$ cat src/rtl/jesd_link_watchdog.sv
// rtl/jesd_link_watchdog.sv - JESD204 RX link bring-up, lock supervision and retry controller
module jesd_link_watchdog #(
  parameter int REQ_LEN      = 4,
  parameter int HOLDOFF      = 6000,
  parameter int SYNC_FILTER  = 256,
  parameter int LOSS_LEN     = 16,
  parameter int LOCK_TIMEOUT = 1000000,
  parameter int MAX_RETRIES  = 8
) (
  input  logic       m_axi_aclk,
  input  logic       m_axi_aresetn,
  input  logic       enable,
  input  logic       clear_fail,
  input  logic       rx_sync,
  output logic       rx_reset_req,
  output logic       axi_reset_req,
  output logic       link_up,
  output logic       link_failed,
  output logic [3:0] retry_count,
  output logic [7:0] loss_count
);

  localparam int PH_MAX = (REQ_LEN > HOLDOFF) ? REQ_LEN : HOLDOFF;
  localparam int PH_W   = $clog2(PH_MAX + 1);
  localparam int TM_W   = $clog2(LOCK_TIMEOUT + 1);
  localparam int FL_W   = $clog2(SYNC_FILTER + 1);
  localparam int LS_W   = $clog2(LOSS_LEN + 1);

  localparam logic [PH_W-1:0] REQ_LAST  = PH_W'(REQ_LEN - 1);
  localparam logic [PH_W-1:0] HOLD_LAST = PH_W'(HOLDOFF - 1);
  localparam logic [TM_W-1:0] TM_LAST   = TM_W'(LOCK_TIMEOUT - 1);
  localparam logic [FL_W-1:0] FL_LAST   = FL_W'(SYNC_FILTER - 1);
  localparam logic [LS_W-1:0] LS_LAST   = LS_W'(LOSS_LEN - 1);
  localparam logic [3:0]      RETRY_MAX = 4'(MAX_RETRIES);

  typedef enum logic [2:0] {
    ST_IDLE,
    ST_REQUEST,
    ST_HOLDOFF,
    ST_WAIT_LOCK,
    ST_LOCKED,
    ST_FAILED
  } state_t;

  state_t          state, state_nxt;
  logic            first, first_nxt;
  logic [PH_W-1:0] phase_cnt, phase_nxt;
  logic [TM_W-1:0] lock_tmr, lock_tmr_nxt;
  logic [FL_W-1:0] filt_cnt, filt_nxt;
  logic [LS_W-1:0] lost_cnt, lost_nxt;
  logic [3:0]      retry_nxt;
  logic [7:0]      loss_nxt;
  logic            sync_meta, sync_s;

  always_ff @(posedge m_axi_aclk or negedge m_axi_aresetn) begin
    if (!m_axi_aresetn) begin
      sync_meta <= 1'b0;
      sync_s    <= 1'b0;
    end else begin
      sync_meta <= rx_sync;
      sync_s    <= sync_meta;
    end
  end

  // Each counter only runs to its last value and is cleared on entry, so none can wrap.
  always_comb begin
    state_nxt    = state;
    first_nxt    = first;
    phase_nxt    = phase_cnt;
    lock_tmr_nxt = lock_tmr;
    filt_nxt     = filt_cnt;
    lost_nxt     = lost_cnt;
    retry_nxt    = retry_count;
    loss_nxt     = loss_count;
    if (!enable) begin
      state_nxt = ST_IDLE;
      first_nxt = 1'b1;
      retry_nxt = 4'd0;
    end else if (state == ST_FAILED && clear_fail) begin
      state_nxt = ST_IDLE;
      first_nxt = 1'b1;
      retry_nxt = 4'd0;
    end else begin
      case (state)
        ST_IDLE: begin
          state_nxt = ST_REQUEST;
          phase_nxt = '0;
        end
        ST_REQUEST: begin
          if (phase_cnt == REQ_LAST) begin
            state_nxt = ST_HOLDOFF;
            first_nxt = 1'b0;
            phase_nxt = '0;
          end else begin
            phase_nxt = phase_cnt + PH_W'(1);
          end
        end
        ST_HOLDOFF: begin
          if (phase_cnt == HOLD_LAST) begin
            state_nxt    = ST_WAIT_LOCK;
            lock_tmr_nxt = '0;
            filt_nxt     = '0;
          end else begin
            phase_nxt = phase_cnt + PH_W'(1);
          end
        end
        ST_WAIT_LOCK: begin
          // A completed filter run beats a timeout landing on the same edge.
          if (sync_s && filt_cnt == FL_LAST) begin
            state_nxt = ST_LOCKED;
            retry_nxt = 4'd0;
            lost_nxt  = '0;
          end else if (lock_tmr == TM_LAST) begin
            if (retry_count == RETRY_MAX) begin
              state_nxt = ST_FAILED;
            end else begin
              state_nxt = ST_REQUEST;
              retry_nxt = retry_count + 4'd1;
              phase_nxt = '0;
            end
          end else begin
            lock_tmr_nxt = lock_tmr + TM_W'(1);
            filt_nxt     = sync_s ? filt_cnt + FL_W'(1) : '0;
          end
        end
        ST_LOCKED: begin
          if (!sync_s && lost_cnt == LS_LAST) begin
            state_nxt = ST_REQUEST;
            retry_nxt = 4'd0;
            phase_nxt = '0;
            if (loss_count != 8'hFF) begin
              loss_nxt = loss_count + 8'd1;
            end
          end else begin
            lost_nxt = sync_s ? '0 : lost_cnt + LS_W'(1);
          end
        end
        ST_FAILED: begin
          state_nxt = ST_FAILED;
        end
        default: begin
          state_nxt = ST_IDLE;
          first_nxt = 1'b1;
        end
      endcase
    end
  end

  // Outputs are decoded from the next state so they change on the same edge as the state.
  always_ff @(posedge m_axi_aclk or negedge m_axi_aresetn) begin
    if (!m_axi_aresetn) begin
      state         <= ST_IDLE;
      first         <= 1'b1;
      phase_cnt     <= '0;
      lock_tmr      <= '0;
      filt_cnt      <= '0;
      lost_cnt      <= '0;
      retry_count   <= 4'd0;
      loss_count    <= 8'd0;
      rx_reset_req  <= 1'b0;
      axi_reset_req <= 1'b0;
      link_up       <= 1'b0;
      link_failed   <= 1'b0;
    end else begin
      state         <= state_nxt;
      first         <= first_nxt;
      phase_cnt     <= phase_nxt;
      lock_tmr      <= lock_tmr_nxt;
      filt_cnt      <= filt_nxt;
      lost_cnt      <= lost_nxt;
      retry_count   <= retry_nxt;
      loss_count    <= loss_nxt;
      rx_reset_req  <= (state_nxt == ST_REQUEST);
      axi_reset_req <= (state_nxt == ST_REQUEST) && first_nxt;
      link_up       <= (state_nxt == ST_LOCKED);
      link_failed   <= (state_nxt == ST_FAILED);
    end
  end

endmodule
$ cat config.mk
export PLATFORM = sky130hd
export DESIGN_NAME = jesd_link_watchdog
export DESIGN_NICKNAME = d
export VERILOG_FILES = /design/src/rtl/jesd_link_watchdog.sv
export SDC_FILE = /design/constraint.sdc
export NUM_CORES = 1
export LEC_CHECK = 0
export BUFFER_PORTS_ARGS = -buffer_cell sky130_fd_sc_hd__clkbuf_2
export CAP_MARGIN = 40
export CORE_MARGIN = 2
export CORE_UTILIZATION = 55
export CTS_BUF_LIST = sky130_fd_sc_hd__clkbuf_8
export DETAILED_ROUTE_END_ITERATION = 7
export PLACE_DENSITY = 0.75
export SYNTH_ARGS = -nofsm -noshare
export SYNTH_HDL_FRONTEND = slang
export SYNTH_SLANG_ARGS = --single-unit
export TNS_END_PERCENT = 100
$ cat constraint.sdc
create_clock -name m_axi_aclk -period 3 [get_ports m_axi_aclk]
set_clock_uncertainty 0.1 [all_clocks]
set_input_delay 0.3 -clock m_axi_aclk [delete_from_list [all_inputs] [get_ports m_axi_aclk]]
set_output_delay 0.3 -clock m_axi_aclk [all_outputs]
set_load 0.01 [all_outputs]
==> results of run 1 <==
==> layout by cell type, fill, tap and decap left out, drive strengths merged, types with 2 or more instances in the layout <==
master       synthesis  routed
nand2               38      38
nand3b               3       3
or3                  3       3
ha                   9       9
and2                 8       8
and3                17      17
or2                  3       3
a31oi                2       2
buf                  6      13
xor2                 2       2
or4                  4       4
nor4                 6       6
clkinv               0       2
a211o                1       2
nand2b              11      11
a2111oi              4       4
inv                  9      10
dlygate4sd3          0       2
nor2b                4       4
mux2                 2       2
a211oi               5       5
nand4b               4       4
nor2                40      40
nor3                 5       5
and4                 2       2
a221o                2       2
a21oi               18      18
o21ai               31      31
clkbuf               9      29
a21o                 4       4
xnor2               23      23
o31ai                8       8
dfrtp               68      68
o41ai                3       3
nand4               12      12
nor4b                4       4
clkinvlp             0       2
a21boi               2       2
nand3               21      21
==> metrics by stage <==
step,instance area [µm²],std cells,hold slack [ns]
4_1_cts,4340,533,0.256
3_5_place_dp,4100,515,0.233
6_report,4390,535,0.245
5_1_grt,4390,535,0.261
3_3_place_gp,4100,515,0.236
2_1_floorplan,3850,403,-0.0956
==> layer usage <==
metal / global-route usage (%) / up-vias / wire length (µm)
met1: 30.6 / 1498 / 3650
met5: 0 / - / 0
li1: - / 1526 / -
met3: 6.41 / 17 / 324
met2: 35.6 / 66 / 3800
met4: 9.23 / 0 / 182
==> flip-flops by register name, summed over array words and instances, names as in the netlist <==
register	flops
lock_tmr	20
phase_cnt	13
filt_cnt	9
loss_count	8
lost_cnt	5
retry_count	4
state	3
axi_reset_req	1
first	1
link_failed	1
link_up	1
rx_reset_req	1
sync_meta	1
sync_s	1
==> area by class of cell <==
type	instances	share of cell area, %
clock buffers	10	3.13
clock inverters	6	1.62
inverters	9	0.769
multi-input cells	311	47.1
flip-flops and latches	69	39.3
well taps	96	2.73
repair buffers	34	5.35
==> what timing repair did <==
item / 4_1_cts / 5_1_grt
pin swaps: 0 / 3
hold buffers: 2 / 0
cloned: 0 / 1
resized for setup: 1 / 9
endpoints found under the setup margin: 1 / 23
setup buffers: 0 / 1
hold endpoints to repair: 24 / 0
==> path summary, 6_finish.rpt <==
| check | from | end | slack [ns] | cells after the start |
|---|---|---|---|---|
| max reg2reg | filt_cnt[0] | lost_cnt[4] | 0.08 | 11 |
| max in group asynchronous | m_axi_aresetn | first | 1.74 | 3 |
| min in group asynchronous | m_axi_aresetn | retry_count[1] | 0.38 | 2 |
| min reg2reg | sync_meta | sync_s | 0.24 | 0 |
| max | filt_cnt[0] | lost_cnt[4] | 0.08 | 11 |
| min | sync_meta | sync_s | 0.24 | 0 |
==> logic make-up (layout without fill, tap and decap cells) <==
logic type / after synthesis / count (layout) / share of synthesized area, %
AOI/OAI and AO/OA: 86 / 87 / 15.7
xor gates and xnor gates: 25 / 25 / 5.69
adders and majority gates: 9 / 9 / 2.93
buffers and inverters: 24 / 59 / 2.83
DFF: 69 / 69 / 44.9
muxes: 2 / 2 / 0.586
and+or+nand+nor: 188 / 188 / 27.3
==> worst register-to-register path, stage by stage (launching register included) <==
cell and delay, ns:
dfrtp_1 0.38, ha_2 0.20, and3_4 0.19, and3_4 0.19, and3_4 0.20, ha_4 0.13
nand2_2 0.05, and2_4 0.15, or4_4 0.50, a211o_4 0.35, or3_1 0.34, o21ai_1 0.07
==> Yosys cell counts, drive strengths merged, types with 2 or more instances <==
library cell  number  area [µm²]
dfrtp             68        1700
nor2              40         150
nand2             38         143
o21ai             31         155
xnor2             23         201
nand3             21         118
a21oi             18        90.1
and3              17         106
nand4             12        75.1
nand2b            11        68.8
clkbuf             9        33.8
ha                 9         113
inv                9        33.8
and2               8        50.1
o31ai              8        85.1
buf                6        41.3
nor4               6        65.1
a211oi             5        37.5
nor3               5        30.0
a2111oi            4        60.1
a21o               4        30.0
nand4b             4        35.0
nor2b              4        25.0
nor4b              4        41.3
or4                4        33.8
nand3b             3        22.5
o41ai              3        41.3
or2                3        18.8
or3                3        18.8
a21boi             2        15.0
a221o              2        20.0
a31oi              2        12.5
and4               2        17.5
mux2               2        22.5
xor2               2        17.5
==> power breakdown <==
part | total (mW) | internal, mW | switching (mW)
Combinational | 0.108 | 0.0394 | 0.0686
Clock | 0.794 | 0.412 | 0.382
Sequential | 0.967 | 0.947 | 0.0205
==> summary.md, run 1 <==
| Metric | Value |
|---|---|
| Clock transition at the registers of the reported paths | `0.09 ns` |
| Starting Density | `56.6%` |
| Largest net degree at the start of global routing | `47` |
| Leak | `1.90 nW` |
| GRT Total Usage | `23.0%` |
| CTS tree | `yes` |
| CP Cell Sequence | `ha_2 > and3_4 > and3_4 > and3_4 > ha_4 > nand2_2 > and2_4 > or4_4 > a211o_4 > or3_1 > o21ai_1` |
| Final Hold Vio Count | `0` |
| Max Slew Vio Count | `0` |
| Unrepaired setup endpoints after global routing | `yes` |
| Final period utilization | `97.3%` |
| Sequential cell area | `1730 µm²` |
| Hold WC Path Type | `flop to flop` |
| I/O pin count | `21` |
| Core Util, Final | `64.7%` |
| Vias | `3107` |
| Initial antenna violation count | `0` |
| Syn avg cell area | `9.54 µm²` |
| Total power | `1.87 mW` |
| Routed Antenna Nets | `0` |
| Drt wl/cell | `14.9 µm` |
| Area grow syn2layout | `14.2%` |
| Maximum root-to-sink buffer count | `2` |
| First-pass GRT wire length | `13800 µm` |
| EDFF count, synth | `0` |
| Element type at the critical path start | `flop` |
| Total core area | `6790 µm²` |
| Vias in the first global route | `2991` |
| Setup tns final | `0 ns` |
| Top_reg_cell synth | `dfrtp_1` |
| Ys Warns | `0` |
| Mapped Cells | `403` |
| Mapped Area | `3850 µm²` |
| Clk_lat worst skew | `0.36 ns` |
| Pwr dens | `425 nW/µm²` |
| Finish-stage setup viols | `0` |
| # Max-Cap Violations | `0` |
| Fmax | `343 MHz` |
| Pre-CTS WS | `0.00618 ns` |
| Critical-path cell with the highest stage delay | `or4_4` |
| Element type at the critical path end | `flop` |
| Num CTS Buffers | `9` |
| Status | `completed` |
| Worst-Margin Slew | `0.577 ns` |
| FFs w/ async S/R, synth | `100%` |
| Post-Synthesis Net Count | `417` |
| Diodes inserted | `0` |
| Critical setup path kind | `flop to flop` |
| CTS root buf | `clkbuf_8` |
| FF+latch count, synth | `69` |
| CP bufs+invs | `0` |
| Multi-input logic area | `2070 µm²` |
| CP max FO | `5` |
| Fillers | `530` |
| RD Place Congestion | `0.889` |
| Nets | `448` |
| Worst rel slew slack | `61.5%` |
| Layout cells sized above 1 | `19.1%` |
| TritonCTS Sinks | `69` |
| Global route total overflow | `0` |
| Delay-heaviest family, CP | `simple AND/OR/NAND/NOR gates` |
| Final wirelength | `7960 µm` |
| Vias per cell | `5.81` |
| Die footprint | `7680 µm²` |
| DRT Pass-1 Iters | `4` |
| Die Wd | `87.6 µm` |
| Maximum VDD drop | `0.000240 V` |
| IO Port Bufs | `20` |
| Die H | `87.6 µm` |
| Worst path most repeated cell | `and3_4` |
| Distinct cell type count after synthesis | `60` |
| Row count | `30` |
| Post-route setup slack | `0.0823 ns` |
| CP required | `3.18 ns` |
| Crit path largest cell delay | `0.50 ns` |
| Iter 0 DRT Violations | `167` |
| Fin crit period | `2.92 ns` |
| Seq/Total Area, Yosys | `44.9%` |
| Htree depth | `3` |
| HPWL Detailed | `5440 µm` |
| # DRC | `0` |
| Arr. time, crit path | `3.10 ns` |
(Power assumes the default switching activity.)
==> run 2, diff against run 1 <==
--- a/config.mk
+++ b/config.mk
@@ -7,7 +7,6 @@
 export LEC_CHECK = 0
 export BUFFER_PORTS_ARGS = -buffer_cell sky130_fd_sc_hd__clkbuf_2
 export CAP_MARGIN = 40
-export CORE_MARGIN = 2
 export CORE_UTILIZATION = 55
 export CTS_BUF_LIST = sky130_fd_sc_hd__clkbuf_8
 export DETAILED_ROUTE_END_ITERATION = 7
==> run 2 against run 1 <==
Effect of this change:
- largest cell class unchanged
- critical endpoint unchanged
- cell area up 1.4%
- combinational power is essentially flat
- via count rose by 0.51%
- worst hold slack better by 0.034 ns
- sequential cell count did not move
- highest routed layer unchanged
- critical path type unchanged
==> summary.md, run 2 (synthesis results as in run 1) <==
| Metric | Value |
|---|---|
| Largest regs | `lock_tmr (20), phase_cnt (13), filt_cnt (9)` |
| Vias | `3123 (+0.51%)` |
| Unrepaired setup endpoints after global routing | `no` |
| Arr. time, crit path | `3.06 ns (-0.04 ns)` |
| Most flops, register | `lock_tmr` |
| DRT Pass-1 Iters | `4 (unchanged)` |
| Cell Count, Final, Fillers Out | `524 (-2.1%)` |
| Most frequent cells in the layout | `dfrtp_1, nor2_1, nand2_1` |
| Finish-stage setup viols | `0 (unchanged)` |
| Fin area | `4460 µm² (+1.4%)` |
| Largest net degree at the start of global routing | `37 (-21%)` |
| Final Hold Vio Count | `0 (unchanged)` |
| CTS root buf | `clkbuf_8` |
| CP required | `3.16 ns (-0.02 ns)` |
| Total core area | `6760 µm² (-0.55%)` |
| Area after DPL | `4100 µm² (about the same)` |
| Vias in the first global route | `3107 (+3.9%)` |
| Diodes inserted | `0 (unchanged)` |
| # Max-Cap Violations | `0 (unchanged)` |
| First-pass GRT wire length | `14200 µm (+2.7%)` |
| TritonCTS Sinks | `69 (unchanged)` |
| HPWL Detailed | `5560 µm (+2.1%)` |
| Clk_lat worst skew | `0.34 ns (-0.02 ns)` |
| Worst-Margin Slew | `0.492 ns (-0.0857 ns)` |
| Fmax | `345 MHz (+0.75%)` |
| Element type at the critical path end | `flop` |
| IO Port Bufs | `20 (unchanged)` |
| CTS tree | `yes` |
| Total power | `2.02 mW (+7.9%)` |
| Setup tns final | `0 ns (unchanged)` |
| Fillers | `541 (+2.1%)` |
| RD Place Congestion | `0.912 (+2.6%)` |
| Routed Antenna Nets | `0 (unchanged)` |
| Initial antenna violation count | `0 (unchanged)` |
| Pwr dens | `453 nW/µm² (+6.4%)` |
| Die footprint | `7330 µm² (-4.5%)` |
| Nets | `453 (+1.1%)` |
| Drt wl/cell | `15.3 µm (+3.0%)` |
| Leak | `1.96 nW (+3.0%)` |
| Die H | `85.6 µm (-2.3%)` |
| Element type at the critical path start | `flop` |
| Final period utilization | `96.5% (-0.72 points)` |
| Reg2Reg Setup Slack | `0.10 ns (+0.02 ns)` |
| Iter 0 DRT Violations | `137 (-18%)` |
| Hold WC Path Type | `flop to flop` |
| Post-route setup slack | `0.104 ns (+0.0217 ns)` |
| GRT Total Usage | `24.2% (+1.2 points)` |
| Num CTS Buffers | `9 (unchanged)` |
| Cell Count Post-Placement | `502 (-2.5%)` |
| I/O pin count | `21 (unchanged)` |
| Row count | `30 (unchanged)` |
| Die Wd | `85.6 µm (-2.3%)` |
| Maximum VDD drop | `0.000329 V (+37%)` |
| Vias per cell | `5.96 (+2.6%)` |
| Layout cells sized above 1 | `20.5% (+1.4 points)` |
| CP max FO | `7 (+2)` |
| Status | `completed` |
| Area grow syn2layout | `15.8%` |
| Pre-CTS WS | `-0.0136 ns (-0.0198 ns)` |
| Critical setup path kind | `flop to flop` |
| Clock transition at the registers of the reported paths | `0.09 ns (about the same)` |
| Starting Density | `56.9% (+0.31 points)` |
| Max Slew Vio Count | `0 (unchanged)` |
| Maximum root-to-sink buffer count | `2 (unchanged)` |
| Htree depth | `3 (unchanged)` |
| Worst rel slew slack | `67.1% (+5.6 points)` |
| Max reg flops | `20 (unchanged)` |
| Final wirelength | `8030 µm (+0.90%)` |
| Commonest non-fill, non-tap cell in the layout | `dfrtp_1` |
| # DRC | `0 (unchanged)` |
| Global route total overflow | `0 (unchanged)` |
| Fin crit period | `2.90 ns (-0.0217 ns)` |
-- run 2: metrics by stage --
stage / hold slack, ns / utilization [%]
after floorplan: -0.0956 / -
after global placement: 0.236 / 60.4
after detailed placement: 0.179 / 60.7
after CTS: 0.285 / 65.3
after global routing: 0.288 / 65.9
final: 0.279 / 65.9
-- run 2: where the power goes --
group,switching [mW],internal (mW),total (mW)
Combinational,0.0671,0.0422,0.109
Clock,0.363,0.576,0.939
Sequential,0.0215,0.947,0.968
Total,0.452,1.56,2.02
-- run 2: worst paths after layout --
kind / startpoint / end / cells after the start
hold / removal: sync_meta / sync_s / 0
setup / recovery: filt_cnt[1] / lost_cnt[4] / 11
hold reg to reg: sync_meta / sync_s / 0
max in group asynchronous: m_axi_aresetn / first / 4
setup reg to reg: filt_cnt[1] / lost_cnt[4] / 11
min in group asynchronous: m_axi_aresetn / lock_tmr[4] / 3
-- run 2: worst max-delay path, cell delays in order, from the launching register on --
cell     delay [ns]
dfrtp_1        0.36
ha_2           0.18
and3_4         0.18
and3_4         0.19
and3_4         0.20
ha_4           0.14
nand2_2        0.07
and2_4         0.16
or4_4          0.52
a211o_4        0.31
or3_1          0.35
o21ai_1        0.07
-- run 2: repair_timing --
action | in CTS | in global routing
hold buffers | 2 | 0
pin swaps | 1 | 3
gates resized for setup | 7 | 7
setup endpoints to repair | 3 | 15
setup buffers | 2 | 2
hold endpoints to repair | 36 | 0
-- run 2: layout make-up --
class / instances / area [µm²] / share of cell area, %
timing repair buffer: 40 / 280 / 6.29
tap: 80 / 100 / 2.25
inverter: 9 / 33.8 / 0.758
multi-input combinational: 310 / 2070 / 46.4
sequential: 69 / 1730 / 38.8
clock buffer: 10 / 138 / 3.09
clock inverter: 6 / 110 / 2.47
-- run 2: metal layers --
metal / global-route usage, % / vias up / routed length, µm / share of wire (%)
met4: 8.03 / 0 / 63 / 0.78
met2: 40.4 / 43 / 4020 / 50
li1: - / 1529 / - / -
met1: 32.2 / 1545 / 3690 / 46
met5: 0 / - / 0 / 0
met3: 4.14 / 6 / 254 / 3.2
==> run 3, diff against run 2 <==
--- a/config.mk
+++ b/config.mk
@@ -7,10 +7,11 @@
 export LEC_CHECK = 0
 export BUFFER_PORTS_ARGS = -buffer_cell sky130_fd_sc_hd__clkbuf_2
 export CAP_MARGIN = 40
-export CORE_UTILIZATION = 55
+export CORE_UTILIZATION = 44
 export CTS_BUF_LIST = sky130_fd_sc_hd__clkbuf_8
 export DETAILED_ROUTE_END_ITERATION = 7
-export PLACE_DENSITY = 0.75
+export GPL_ROUTABILITY_DRIVEN = 0
+export PLACE_DENSITY = 0.62
 export SYNTH_ARGS = -nofsm -noshare
 export SYNTH_HDL_FRONTEND = slang
 export SYNTH_SLANG_ARGS = --single-unit
==> run 3 against run 2 <==
Effect of this change:
- cell area shrank 0.76%
- first-iteration DRC count shrank 9.5%
- clock power shrank 8.4%
- worst hold slack lost 0.011 ns
- global-route usage shrank 3.6 points
- sequential cell count is the same
- non-clock buffer count is the same
- sequential share of layout area grew 0.30 points
- die area grew 24%
- critical path type unchanged
- highest routed layer unchanged
==> summary.md, run 3 (synthesis results as in run 1) <==
| Metric | Value |
|---|---|
| Status | `completed` |
| Comb pwr share | `5.5% (about the same)` |
| Most flops, register | `lock_tmr` |
| Final period utilization | `96.2% (-0.35 points)` |
| Hold WC Path Type | `flop to flop` |
| Pwr dens | `437 nW/µm² (-3.4%)` |
| CP Cell Sequence | `ha_4 > and3_4 > and3_4 > and3_1 > ha_2 > nand2_1 > and2_4 > or4_4 > a211o_4 > or3_1 > o21ai_1` |
| CP bufs+invs | `0 (unchanged)` |
| Fin crit period | `2.89 ns (-0.0104 ns)` |
| Starting Density | `46.1% (-11 points)` |
| Largest regs | `lock_tmr (20), phase_cnt (13), filt_cnt (9)` |
| Unrepaired setup endpoints after global routing | `no` |
| Commonest non-fill, non-tap cell in the layout | `dfrtp_1` |
| Die H | `95.5 µm (+12%)` |
| IO Port Bufs | `20 (unchanged)` |
| Critical setup path kind | `flop to flop` |
| Setup tns final | `0 ns (unchanged)` |
| Routed Antenna Nets | `0 (unchanged)` |
| Max reg flops | `20 (unchanged)` |
| Htree depth | `3 (unchanged)` |
| DRT Pass-1 Iters | `4 (unchanged)` |
| Area grow syn2layout | `15.0%` |
| Initial antenna violation count | `0 (unchanged)` |
| TritonCTS Sinks | `69 (unchanged)` |
| Delay-heaviest family, CP | `simple AND/OR/NAND/NOR gates` |
| Maximum root-to-sink buffer count | `2 (unchanged)` |
| Element type at the critical path start | `flop` |
| Element type at the critical path end | `flop` |
| Worst path most repeated cell | `and3_4` |
| Largest net degree at the start of global routing | `33 (-11%)` |
| Critical-path cell with the highest stage delay | `or4_4` |
| CP max FO | `7 (unchanged)` |
| Total power | `1.93 mW (-4.1%)` |
| Max Slew Vio Count | `0 (unchanged)` |
| Cell Count Post-Placement | `527 (+5.0%)` |
| First-pass GRT wire length | `14300 µm (+0.82%)` |
| Diodes inserted | `0 (unchanged)` |
| Sw Share | `23.7% (+1.3 points)` |
| Arr. time, crit path | `3.05 ns (about the same)` |
| Leak | `1.93 nW (-1.3%)` |
| Vias in the first global route | `2999 (-3.5%)` |
| Fmax | `347 MHz (+0.36%)` |
| Maximum VDD drop | `0.000259 V (-21%)` |
| Final wirelength | `8270 µm (+3.0%)` |
| Vias | `3109 (-0.45%)` |
| Finish-stage setup viols | `0 (unchanged)` |
| GRT Total Usage | `20.6% (-3.6 points)` |
| # DRC | `0 (unchanged)` |
| Power share of the clock group | `44.5% (-2.0 points)` |
| P_int | `1.47 mW (-5.8%)` |
| Die footprint | `9120 µm² (+24%)` |
| Vias per cell | `5.66 (-5.0%)` |
| # Max-Cap Violations | `0 (unchanged)` |
| CTS root buf | `clkbuf_8` |
| Worst-Margin Slew | `0.733 ns (+0.241 ns)` |
| Nets | `453 (unchanged)` |
| CP required | `3.16 ns (about the same)` |
| CTS tree | `yes` |
| Total core area | `8340 µm² (+23%)` |
| Sw power | `459 µW (+1.6%)` |
| Core Util, Final | `53.0% (-13 points)` |
| Fillers | `752 (+39%)` |
| Register share of total power | `50.0% (+2.0 points)` |
| Num CTS Buffers | `9 (unchanged)` |
| Cell Count, Final, Fillers Out | `549 (+4.8%)` |
| Die Wd | `95.5 µm (+12%)` |
| Clock transition at the registers of the reported paths | `0.08 ns (about the same)` |
| HPWL Detailed | `5700 µm (+2.5%)` |
| Global route total overflow | `0 (unchanged)` |
| Crit path largest cell delay | `0.42 ns (-0.10 ns)` |
| Iter 0 DRT Violations | `124 (-9.5%)` |
| Final Hold Vio Count | `0 (unchanged)` |
| Clk_lat worst skew | `0.34 ns (about the same)` |
| I/O pin count | `21 (unchanged)` |
| Most frequent cells in the layout | `dfrtp_1, nor2_1, nand2_1` |
| Worst rel slew slack | `51.2% (-16 points)` |
| Row count | `33 (+10%)` |
| Layout cells sized above 1 | `19.6% (-0.90 points)` |
| Drt wl/cell | `15.1 µm (-1.7%)` |
## run 3: metrics by stage
step,setup slack (ns),hold slack [ns],cell area (µm²)
floorplan,0.119,-0.0956,3850
global placement,0.0622,0.236,4110
detailed placement,0.0208,0.249,4110
CTS,0.000207,0.268,4360
global route,0.00242,0.277,4420
finish,0.114,0.268,4420
## run 3: cell type report
cell class,count,area [µm²],share of cell area (%)
Multi-Input combinational cell,310,2050,46.3
Sequential cell,69,1730,39.1
Timing Repair Buffer,40,255,5.77
Clock buffer,10,138,3.11
Tap cell,105,131,2.97
Clock inverter,6,86.3,1.95
Inverter,9,33.8,0.764
## run 3: layer usage
layer,GRT usage (%),part of all wire (%)
met1,27.2,48
met2,33.3,48
met3,5.98,3.4
met4,4.85,0.75
met5,0,0
## run 3: power groups by stage
stage,Combinational [mW],Sequential [mW],Clock [mW]
finish,0.107,0.967,0.860
global route,0.125,0.970,0.927
CTS,0.108,0.966,0.886
detailed placement,0.105,0.985,0
global placement,0.103,0.984,0
floorplan,0.0619,0.979,0
## run 3: repair_timing
| item | CTS | global route |
|---|---|---|
| gates cloned | 0 | 0 |
| setup buffers | 0 | 4 |
| gates resized for setup | 2 | 6 |
| endpoints found under the setup margin | 1 | 20 |
| hold buffers | 2 | 0 |
| endpoints found under the hold margin | 31 | 0 |
| pin swaps | 0 | 4 |
## run 3: worst paths after layout
check	from	to	slack, ns	cells after the start
hold / removal	sync_meta	sync_s	0.27	0
setup / recovery	filt_cnt[1]	lost_cnt[4]	0.11	11
hold reg to reg	sync_meta	sync_s	0.27	0
max in group asynchronous	m_axi_aresetn	first	1.55	3
min in group asynchronous	m_axi_aresetn	lock_tmr[19]	0.45	2
setup reg to reg	filt_cnt[1]	lost_cnt[4]	0.11	11
